<file path="src/rtl/gaplus_cen_pkg.sv">
// gaplus_cen_pkg
//   Shared types and helpers for the clock-enable generator.
//   inc_t     : increment word at the default accumulator width
//   INC_HALF  : half of the accumulator range, the fastest legal increment
//   clamp_inc : limits an increment to half range so that rising and
//               falling enables can never land on the same edge
package gaplus_cen_pkg;

  localparam int ACCW_DEF = 16;

  typedef logic [ACCW_DEF-1:0] inc_t;

  localparam inc_t INC_HALF = inc_t'(1) << (ACCW_DEF - 1);

  // Width-generic clamp: min(v, 2^(w-1)). Valid for accumulator widths up to 31.
  function automatic logic [31:0] clamp_inc(input logic [31:0] v, input int w);
    logic [31:0] lim;
    lim = 32'd1 << (w - 1);
    return (v > lim) ? lim : v;
  endfunction

endpackage

</file>
<file path="src/rtl/gaplus_cen_chan.sv">
// gaplus_cen_chan
//   One fractional-phase clock-enable channel.
//   MCLK    : master clock
//   RESET   : asynchronous active-high reset
//   sync    : restart phase, commit any pending increment
//   hold    : freeze this channel (sync still wins)
//   cfg_we  : increment write aimed at this channel
//   cfg_inc : raw increment, clamped here before storage
//   cen     : one-cycle enable on accumulator carry
//   cenb    : one-cycle enable when the phase crosses the half point
//   clko    : square clock, set by cen, cleared by cenb
//   pend    : a written increment waits for the next carry
module gaplus_cen_chan
  import gaplus_cen_pkg::*;
#(
  parameter int              ACCW    = 16,
  parameter logic [ACCW-1:0] INC_RST = {1'b1, {(ACCW-1){1'b0}}}
) (
  input  logic            MCLK,
  input  logic            RESET,
  input  logic            sync,
  input  logic            hold,
  input  logic            cfg_we,
  input  logic [ACCW-1:0] cfg_inc,
  output logic            cen,
  output logic            cenb,
  output logic            clko,
  output logic            pend
);

  logic [ACCW-1:0] acc_reg, acc_next;
  logic [ACCW-1:0] inc_reg, inc_next;
  logic [ACCW-1:0] shadow_reg, shadow_next;
  logic            pend_reg, pend_next;
  logic            cen_reg, cen_next;
  logic            cenb_reg, cenb_next;
  logic            clko_reg, clko_next;

  logic [ACCW-1:0] inc_clamped;
  logic [ACCW:0]   sum;
  logic            carry;
  logic            half_cross;

  assign inc_clamped = ACCW'(clamp_inc(32'(cfg_inc), ACCW));
  assign sum         = {1'b0, acc_reg} + {1'b0, inc_reg};
  assign carry       = sum[ACCW];
  // Half-point crossing without a wrap; the clamp keeps this disjoint from carry.
  assign half_cross  = ~acc_reg[ACCW-1] & sum[ACCW-1] & ~carry;

  always_comb begin
    acc_next    = acc_reg;
    inc_next    = inc_reg;
    shadow_next = shadow_reg;
    pend_next   = pend_reg;
    cen_next    = 1'b0;
    cenb_next   = 1'b0;
    clko_next   = clko_reg;

    if (sync) begin
      acc_next  = '0;
      clko_next = 1'b0;
      pend_next = 1'b0;
      if (pend_reg) begin
        inc_next = shadow_reg;
      end
      // A write coinciding with sync bypasses the shadow entirely.
      if (cfg_we) begin
        inc_next    = inc_clamped;
        shadow_next = inc_clamped;
      end
    end else begin
      if (!hold) begin
        acc_next  = sum[ACCW-1:0];
        cen_next  = carry;
        cenb_next = half_cross;
        if (carry) begin
          clko_next = 1'b1;
        end else if (half_cross) begin
          clko_next = 1'b0;
        end
        // Commit on the carrying edge; that update already used the old rate,
        // and acc is untouched so the phase stays continuous.
        if (carry && pend_reg) begin
          inc_next  = shadow_reg;
          pend_next = 1'b0;
        end
      end
      // A write on the commit edge re-arms with the new value.
      if (cfg_we) begin
        shadow_next = inc_clamped;
        pend_next   = 1'b1;
      end
    end
  end

  always_ff @(posedge MCLK or posedge RESET) begin
    if (RESET) begin
      acc_reg    <= '0;
      inc_reg    <= INC_RST;
      shadow_reg <= '0;
      pend_reg   <= 1'b0;
      cen_reg    <= 1'b0;
      cenb_reg   <= 1'b0;
      clko_reg   <= 1'b0;
    end else begin
      acc_reg    <= acc_next;
      inc_reg    <= inc_next;
      shadow_reg <= shadow_next;
      pend_reg   <= pend_next;
      cen_reg    <= cen_next;
      cenb_reg   <= cenb_next;
      clko_reg   <= clko_next;
    end
  end

  assign cen  = cen_reg;
  assign cenb = cenb_reg;
  assign clko = clko_reg;
  assign pend = pend_reg;

endmodule

</file>
<file path="src/rtl/gaplus_cen_gen.sv">
// gaplus_cen_gen
//   Multi-channel programmable clock-enable generator.
//   MCLK    : master clock
//   RESET   : asynchronous active-high reset
//   SYNC    : restart all channel phases together
//   HOLD    : per-channel freeze
//   CFG_WE  : increment write strobe
//   CFG_CH  : channel addressed by the write (out-of-range ignored)
//   CFG_INC : new increment
//   CEN     : rising-phase enables
//   CENB    : falling-phase enables
//   CLKO    : derived square clocks
//   PEND    : per-channel pending-increment flags
module gaplus_cen_gen
  import gaplus_cen_pkg::*;
#(
  parameter int                   NCH      = 4,
  parameter int                   ACCW     = 16,
  parameter logic [NCH*ACCW-1:0]  INC_INIT = {16'h1000, 16'h2000, 16'h4000, 16'h8000}
) (
  input  logic                   MCLK,
  input  logic                   RESET,
  input  logic                   SYNC,
  input  logic [NCH-1:0]         HOLD,
  input  logic                   CFG_WE,
  input  logic [$clog2(NCH)-1:0] CFG_CH,
  input  logic [ACCW-1:0]        CFG_INC,
  output logic [NCH-1:0]         CEN,
  output logic [NCH-1:0]         CENB,
  output logic [NCH-1:0]         CLKO,
  output logic [NCH-1:0]         PEND
);

  localparam int CHW = $clog2(NCH);

  logic [NCH-1:0] ch_we;

  genvar gi;
  generate
    for (gi = 0; gi < NCH; gi++) begin : g_chan
      // Channel numbers that do not exist never match, so such writes drop.
      assign ch_we[gi] = CFG_WE && (CFG_CH == CHW'(gi));

      gaplus_cen_chan #(
        .ACCW    (ACCW),
        .INC_RST (INC_INIT[gi*ACCW +: ACCW])
      ) u_chan (
        .MCLK    (MCLK),
        .RESET   (RESET),
        .sync    (SYNC),
        .hold    (HOLD[gi]),
        .cfg_we  (ch_we[gi]),
        .cfg_inc (CFG_INC),
        .cen     (CEN[gi]),
        .cenb    (CENB[gi]),
        .clko    (CLKO[gi]),
        .pend    (PEND[gi])
      );
    end
  endgenerate

endmodule

</file>
<file path="config.mk">
export PLATFORM = sky130hd
export DESIGN_NAME = gaplus_cen_gen
export DESIGN_NICKNAME = d
export VERILOG_FILES = /design/src/rtl/gaplus_cen_pkg.sv /design/src/rtl/gaplus_cen_chan.sv /design/src/rtl/gaplus_cen_gen.sv
export SDC_FILE = /design/constraint.sdc
export NUM_CORES = 1
export LEC_CHECK = 0
export CAP_MARGIN = 30
export CELL_PAD_IN_SITES_DETAIL_PLACEMENT = 1
export CELL_PAD_IN_SITES_GLOBAL_PLACEMENT = 1
export CORE_MARGIN = 2
export CORE_UTILIZATION = 48
export CTS_CLUSTER_DIAMETER = 150
export DETAILED_ROUTE_END_ITERATION = 7
export GPL_TIMING_DRIVEN = 0
export PLACE_DENSITY = 0.88
export SYNTH_ARGS = -nofsm -noshare
export SYNTH_HDL_FRONTEND = slang
export SYNTH_SLANG_ARGS = --single-unit
export TNS_END_PERCENT = 5
</file>
<file path="constraint.sdc">
create_clock -name MCLK -period 9.45 [get_ports MCLK]
set_clock_uncertainty 0.2 [all_clocks]
set_input_delay 1.89 -clock MCLK [delete_from_list [all_inputs] [get_ports MCLK]]
set_output_delay 1.89 -clock MCLK [all_outputs]
set_load 0.005 [all_outputs]
</file>
==> results of run 1 <==
==> worst max-delay path: stages <==
cell	delay [ns]
clkdlybuf4s50_1	0.61
clkbuf_1	0.58
clkbuf_1	0.81
clkbuf_1	0.69
nand3_1	0.17
o211ai_1	0.14
==> Yosys cell counts (all sizes together), types with 9 or more instances <==
library cell / n
o21a: 20
nand3: 17
xnor2: 26
nor3: 24
a31oi: 11
buf: 30
mux2i: 17
nor4: 12
nand2: 188
ha: 64
o21ai: 145
xor2: 15
nor2b: 9
a2bb2oi: 15
nor2: 120
nand2b: 12
dfrtp: 204
inv: 23
a21oi: 107
a21o: 26
a221oi: 14
a22o: 9
a211oi: 19
clkbuf: 47
mux2: 10
o211ai: 10
==> placed cells by master, fill, tap and decap left out, types with 9 or more instances in the layout <==
master | netlist | routed
dfrtp_1 | 204 | 204
nor4_1 | 12 | 12
a21oi_1 | 105 | 105
a22o_1 | 9 | 9
a2bb2oi_1 | 15 | 15
clkbuf_16 | 0 | 24
nand2_1 | 188 | 188
buf_4 | 20 | 20
o21a_1 | 20 | 20
clkbuf_1 | 47 | 53
a31oi_1 | 10 | 10
a21o_1 | 26 | 26
a221oi_1 | 14 | 14
nor2_1 | 120 | 120
inv_1 | 23 | 22
a211oi_1 | 18 | 18
clkdlybuf4s50_1 | 0 | 38
nand2b_1 | 12 | 12
mux2_2 | 9 | 9
ha_1 | 64 | 64
xnor2_1 | 26 | 26
nor2b_1 | 9 | 9
nor3_1 | 23 | 23
xor2_1 | 15 | 15
o21ai_0 | 136 | 136
mux2i_1 | 17 | 17
nand3_1 | 17 | 17
==> layer usage <==
metal | vias to the layer above | track usage (%) | part of all wire, %
li1 | 4800 | - | -
met1 | 5271 | 35.6 | 42
met2 | 281 | 48.9 | 49
met3 | 107 | 4.06 | 5.0
met4 | 0 | 11.0 | 4.1
met5 | - | 0 | 0
==> path summary, 6_finish.rpt <==
kind,depth (start not counted),from,slack (ns),endpoint
min in group asynchronous,2,RESET,1.64,g_chan[3].u_chan.inc_reg[13]$_DFFE_PP0P_
max,6,SYNC,4.79,g_chan[3].u_chan.inc_reg[1]$_DFFE_PP0P_
max reg2reg,10,g_chan[0].u_chan.inc_reg[0]$_DFFE_PP0P_,6.10,g_chan[0].u_chan.inc_reg[1]$_DFFE_PP0P_
min,2,g_chan[1].u_chan.shadow_reg[10]$_DFFE_PP0P_,0.28,g_chan[1].u_chan.shadow_reg[10]$_DFFE_PP0P_
min reg2reg,2,g_chan[1].u_chan.shadow_reg[10]$_DFFE_PP0P_,0.28,g_chan[1].u_chan.shadow_reg[10]$_DFFE_PP0P_
max in group asynchronous,3,RESET,6.35,g_chan[2].u_chan.acc_reg[1]$_DFFE_PP0P_
==> stage by stage <==
stage / util (%) / setup TNS (ns) / std cells / cell area [um2]
after floorplan: - / 0 / 1300 / 11900
after global placement: 52.0 / -231.60 / 1662 / 12600
after detailed placement: 52.1 / 0 / 1663 / 12700
after CTS: 55.6 / 0 / 1707 / 13500
after global routing: 55.6 / 0 / 1707 / 13500
final: 55.6 / 0 / 1707 / 13500
==> final cells by class <==
class / count / share of cell area, %
Multi-Input combinational cell: 988 / 45.6
Sequential cell: 208 / 38.5
Clock buffer: 33 / 4.91
Timing Repair Buffer: 39 / 3.02
Tap cell: 324 / 3.00
Buffer: 77 / 2.80
Clock inverter: 11 / 1.30
Inverter: 27 / 0.805
==> power by group through the flow <==
stage / sequential, mW / combinational (mW) / clock, mW
after global routing: 1.21 / 1.19 / 1.04
after global placement: 1.19 / 0.974 / 0
after CTS: 1.19 / 1.07 / 1.01
after floorplan: 1.15 / 0.806 / 0
after detailed placement: 1.20 / 1.05 / 0
final: 1.19 / 1.06 / 0.998
==> cells by family (layout without fill, tap and decap cells) <==
family,Yosys count,after routing
adders and majority gates,68,68
AOI/OAI and AO/OA,425,425
DFF,208,208
buffers and inverters,104,187
and+or+nand+nor,427,427
xor gates and xnor gates,41,41
muxes,27,27
==> metrics.cfg, run 1 <==
[outcome]
outcome = finished clean

[die]
initial_core_util_pct = 48.8
die_x_um = 161
num_rows = 57
die_h_um = 161
dieArea_mm2 = 0.0260
io_pins = 42
placeableCoreArea_mm2 = 0.0243

[global_routing]
track_usage_pct = 28.2
grt_pass1_wl_um = 58700
grt_pass1_vias = 11200
overflow = 0
grt_antenna_before_repair = 0
grt_max_degree = 124

[route]
vias = 10500
postRouteAntennaNets = 0
drt-total-wl_um = 36100
remaining_drc_errors = 0
wl_per_cell_um = 21.1
firstDrtPassIters = 5
via_per_inst = 6.13
first_iter_violations = 579

[place]
gp_congestion = 0.861
port_buffers = 38
dp_slack_ns = 4.35
post-dp-hpwl_um = 24900

[logic_synthesis]
ys_ff_latch = 208
synth_area_leaders = dfrtp_1, ha_1, nand2_1
synth_compound_area_share_pct = 23.1
synth_area_per_cell_um2 = 9.12
synth_cell_types = 84
synthSimpleGateAreaFrac_pct = 16.0
yosys.area_share.xor_xnor_pct = 3.03
synth_fa_ha_area_share_pct = 7.43
netlist_area_mm2 = 0.0119
async_reset_ff_share_pct = 100
synth_fp_nets = 1394
synth-seq-area-share_pct = 43.9
synth_top_area_share_pct = 43.1
syn_inst = 1300
synth_mux_area_share_pct = 2.38
synth.largest_area_cell = dfrtp_1
synth-edff-count = 0
yosysWarningCount = 0
ys.flop_type = dfrtp_1
synth_top_family_by_area = compound AO/OA/AOI/OAI gates

[setup_path]
crit_fanout = 10
worstPathArrival_ns = 4.90
crit_type = in -> reg
cp-end-kind = register
start_kind = input port
crit_required_ns = 9.69

[pwr]
ir_worst_vdd_uv = 196
total_power_mw = 3.25
switchingPower_mw = 1.13
swShare_pct = 34.7
p_per_area_mw_per_mm2 = 241
p_comb_share_pct = 32.8
clock_power_share_pct = 30.7
p_leak_nw = 6.10
pwr-share-seq_pct = 36.5
cell_internal_pwr_mw = 2.12

[timing]
grt_setup_unrepaired = no
fmax_mhz = 214
hold_viol = 0
setup_viol = 0
slew_viol_final = 0
worst_pin_slew_ns = 0.998
max-slew-margin-rel_pct = 32.9
holdWs_ns = 0.284
timing.final.crit_share_pct = 49.3
timing.final.ws_setup_ns = 4.79
period_minus_slack_ns = 4.66

[layout]
fill_cells = 2800
nets = 1459
drive_gt1_share_pct = 7.66
multi_input_area_mm2 = 0.00617
regArea_mm2 = 0.00521
syn_to_final_growth_pct = 14.0
diodes = 0

[clocking]
cts_root_buf = clkbuf_16
cts_made_buffers = 24
insertion_delay_ns = 0.53
cts.path.max_buffers = 3
hold_buffers = 0
cts_resized = 0
clock-sinks = 208
clkSlewWorstSetupHoldPaths_ns = 0.06
cts_htree_levels = 1
cts_post_setup_buffers_inserted = 0
cts_tree = yes

[job]
max_cap_violations = 0

[worst_hold_path]
hold_class = reg -> reg

No activity file was read; power rests on OpenSTA's default activity.
==> run 2, diff against run 1 <==
- clock period: 9.45 -> 4.5 ns (I/O delays scaled with it)
==> metrics.cfg, run 2 (synthesized netlist as in run 1, its figures left out) <==
[timing]
grt_setup_unrepaired = no  ; unchanged
slew_viol_final = 0  ; unchanged
holdWs_ns = 0.285  ; was 0.284 ns
period_minus_slack_ns = 3.61
fmax_mhz = 277
setup_viol = 0  ; unchanged
worst_pin_slew_ns = 0.988  ; was 0.998 ns
timing.final.crit_share_pct = 80.1
setup-tns-final_ns = 0  ; unchanged
hold_viol = 0  ; unchanged
max-slew-margin-rel_pct = 34.1  ; was 32.9%

[global_routing]
grt_pass1_vias = 11200  ; about the same
overflow = 0  ; unchanged
grt_pass1_wl_um = 60000  ; was 58,700 um
track_usage_pct = 29.0  ; was 28.2%
grt_antenna_before_repair = 1  ; was 0
grt_max_degree = 38  ; was 124

[setup_path]
crit_type = in -> reg  ; unchanged
rr_endpoint = g_chan[2].u_chan.inc_reg[15]$_DFFE_PP0P_  ; was g_chan[0].u_chan.inc_reg[1]$_DFFE_PP0P_
worstPathArrival_ns = 3.83  ; was 4.90 ns
crit_required_ns = 4.72  ; was 9.69 ns
start_kind = input port  ; unchanged
r2r_setup_slack_ns = 1.11  ; was 6.10 ns
timing.rr.start = g_chan[2].u_chan.acc_reg[0]$_DFFE_PP0P_  ; was g_chan[0].u_chan.inc_reg[0]$_DFFE_PP0P_
r2r.worst_path.cells = 9  ; was 10
cp-end-kind = register  ; unchanged
setup.worst_path.end = g_chan[3].u_chan.inc_reg[8]$_DFFE_PP0P_  ; was g_chan[3].u_chan.inc_reg[1]$_DFFE_PP0P_
startpoint = SYNC  ; unchanged
crit_fanout = 10  ; unchanged

[place]
post-dp-hpwl_um = 26200  ; was 24,900 um
gp_congestion = 0.868  ; was 0.861
dpl_cell_area_mm2 = 0.0128  ; was 0.0127 mm2
port_buffers = 38  ; unchanged

[pwr]
p_leak_nw = 6.13  ; was 6.10 nW
ir_worst_vdd_uv = 352  ; was 196 uV
switchingPower_mw = 2.34  ; was 1.13 mW
total_power_mw = 6.69  ; was 3.25 mW
clock_power_share_pct = 29.4  ; was 30.7%
p_comb_share_pct = 33.3  ; was 32.8%
p_per_area_mw_per_mm2 = 494  ; was 241 mW/mm2
pwr-share-seq_pct = 37.3  ; was 36.5%
swShare_pct = 34.9  ; was 34.7%
cell_internal_pwr_mw = 4.36  ; was 2.12 mW

[route]
drt-total-wl_um = 37000  ; was 36,100 um
vias = 10500  ; about the same
via_per_inst = 6.13  ; about the same
remaining_drc_errors = 0  ; unchanged
firstDrtPassIters = 5  ; unchanged
postRouteAntennaNets = 0  ; unchanged
first_iter_violations = 602  ; was 579
wl_per_cell_um = 21.6  ; was 21.1 um

[clocking]
insertion_delay_ns = 0.54  ; was 0.53 ns
cts_made_buffers = 25  ; was 24
hold_buffers = 0  ; unchanged
cts_post_setup_buffers_inserted = 0  ; unchanged
cts.path.max_buffers = 3  ; unchanged
cts_tree = yes  ; unchanged
clock-sinks = 208  ; unchanged
cts_resized = 0  ; unchanged
cts_htree_levels = 1  ; unchanged
cts_root_buf = clkbuf_16  ; unchanged
clkSlewWorstSetupHoldPaths_ns = 0.05  ; was 0.06 ns

[die]
io_pins = 42  ; unchanged
die_h_um = 161  ; unchanged
placeableCoreArea_mm2 = 0.0243  ; unchanged
die_x_um = 161  ; unchanged
dieArea_mm2 = 0.0260  ; unchanged
num_rows = 57  ; unchanged
initial_core_util_pct = 48.8  ; unchanged

[job]
max_cap_violations = 0  ; unchanged

[layout]
final_common_cell = dfrtp_1  ; unchanged
nets = 1465  ; was 1,459
design_area_mm2 = 0.0136  ; was 0.0135 mm2
drive_gt1_share_pct = 7.85  ; was 7.66%
layout_common_cells = dfrtp_1, nand2_1, o21ai_0, nor2_1, a21oi_1  ; unchanged
syn_to_final_growth_pct = 14.4  ; was 14.0%
finish.utilization_pct = 55.8  ; was 55.6%

[outcome]
outcome = finished clean  ; unchanged

[worst_hold_path]
hold_class = reg -> reg  ; unchanged

[run 2: worst min-delay path by stage]
stage | from | end | slack (ns) | cells after the start
2_1_floorplan | g_chan[0].u_chan.shadow_reg[15]$_DFFE_PP0P_ | g_chan[0].u_chan.shadow_reg[15]$_DFFE_PP0P_ | 0.24 | 2
4_1_cts | g_chan[1].u_chan.shadow_reg[4]$_DFFE_PP0P_ | g_chan[1].u_chan.shadow_reg[4]$_DFFE_PP0P_ | 0.29 | 2
5_1_grt | g_chan[0].u_chan.shadow_reg[15]$_DFFE_PP0P_ | g_chan[0].u_chan.shadow_reg[15]$_DFFE_PP0P_ | 0.30 | 2
6_report | g_chan[1].u_chan.shadow_reg[5]$_DFFE_PP0P_ | g_chan[1].u_chan.shadow_reg[5]$_DFFE_PP0P_ | 0.28 | 2
3_3_place_gp | g_chan[0].u_chan.shadow_reg[15]$_DFFE_PP0P_ | g_chan[0].u_chan.shadow_reg[15]$_DFFE_PP0P_ | 0.26 | 2
3_5_place_dp | g_chan[0].u_chan.shadow_reg[15]$_DFFE_PP0P_ | g_chan[0].u_chan.shadow_reg[15]$_DFFE_PP0P_ | 0.26 | 2
[run 2: worst max-delay path: stages]
cell and delay, ns:
clkdlybuf4s50_1 0.61, clkbuf_1 0.61, clkbuf_1 0.72, clkbuf_1 0.68, nand3_1 0.15, o211ai_1 0.13
[run 2: layout make-up]
cell class                      instances  area [um2]
Antenna cell                            1        2.50
Clock inverter                          6        58.8
Buffer                                 77         378
Inverter                               27         105
Sequential cell                       208        5210
Multi-Input combinational cell        988        6170
Fill cell                            2820       10800
Tap cell                              324         405
Timing Repair Buffer                   44         508
Clock buffer                           38         724
[run 2: power by group through the flow]
| stage | Clock [mW] | Combinational (mW) | Sequential (mW) |
|---|---|---|---|
| after detailed placement | 0 | 2.20 | 2.52 |
| after global placement | 0 | 2.05 | 2.49 |
| after CTS | 1.99 | 2.23 | 2.49 |
| after floorplan | 0 | 1.69 | 2.42 |
| final | 1.97 | 2.23 | 2.50 |
| after global routing | 2.05 | 2.50 | 2.53 |
[run 2: routing by layer]
metal | track usage (%) | wire, um | up-vias
met5 | 0 | 0 | -
met4 | 11.3 | 1480 | 0
met2 | 50.9 | 18400 | 269
met3 | 3.72 | 1620 | 101
li1 | - | - | 4810
met1 | 36.6 | 15400 | 5320
[run 2: through the flow]
| stage | cells | worst slack (ns) |
|---|---|---|
| 3_5_place_dp | 1668 | 0.412 |
| 4_1_cts | 1712 | 0.950 |
| 2_1_floorplan | 1300 | 0.703 |
| 3_3_place_gp | 1662 | -1.02 |
| 6_report | 1713 | 0.893 |
| 5_1_grt | 1713 | 0.879 |
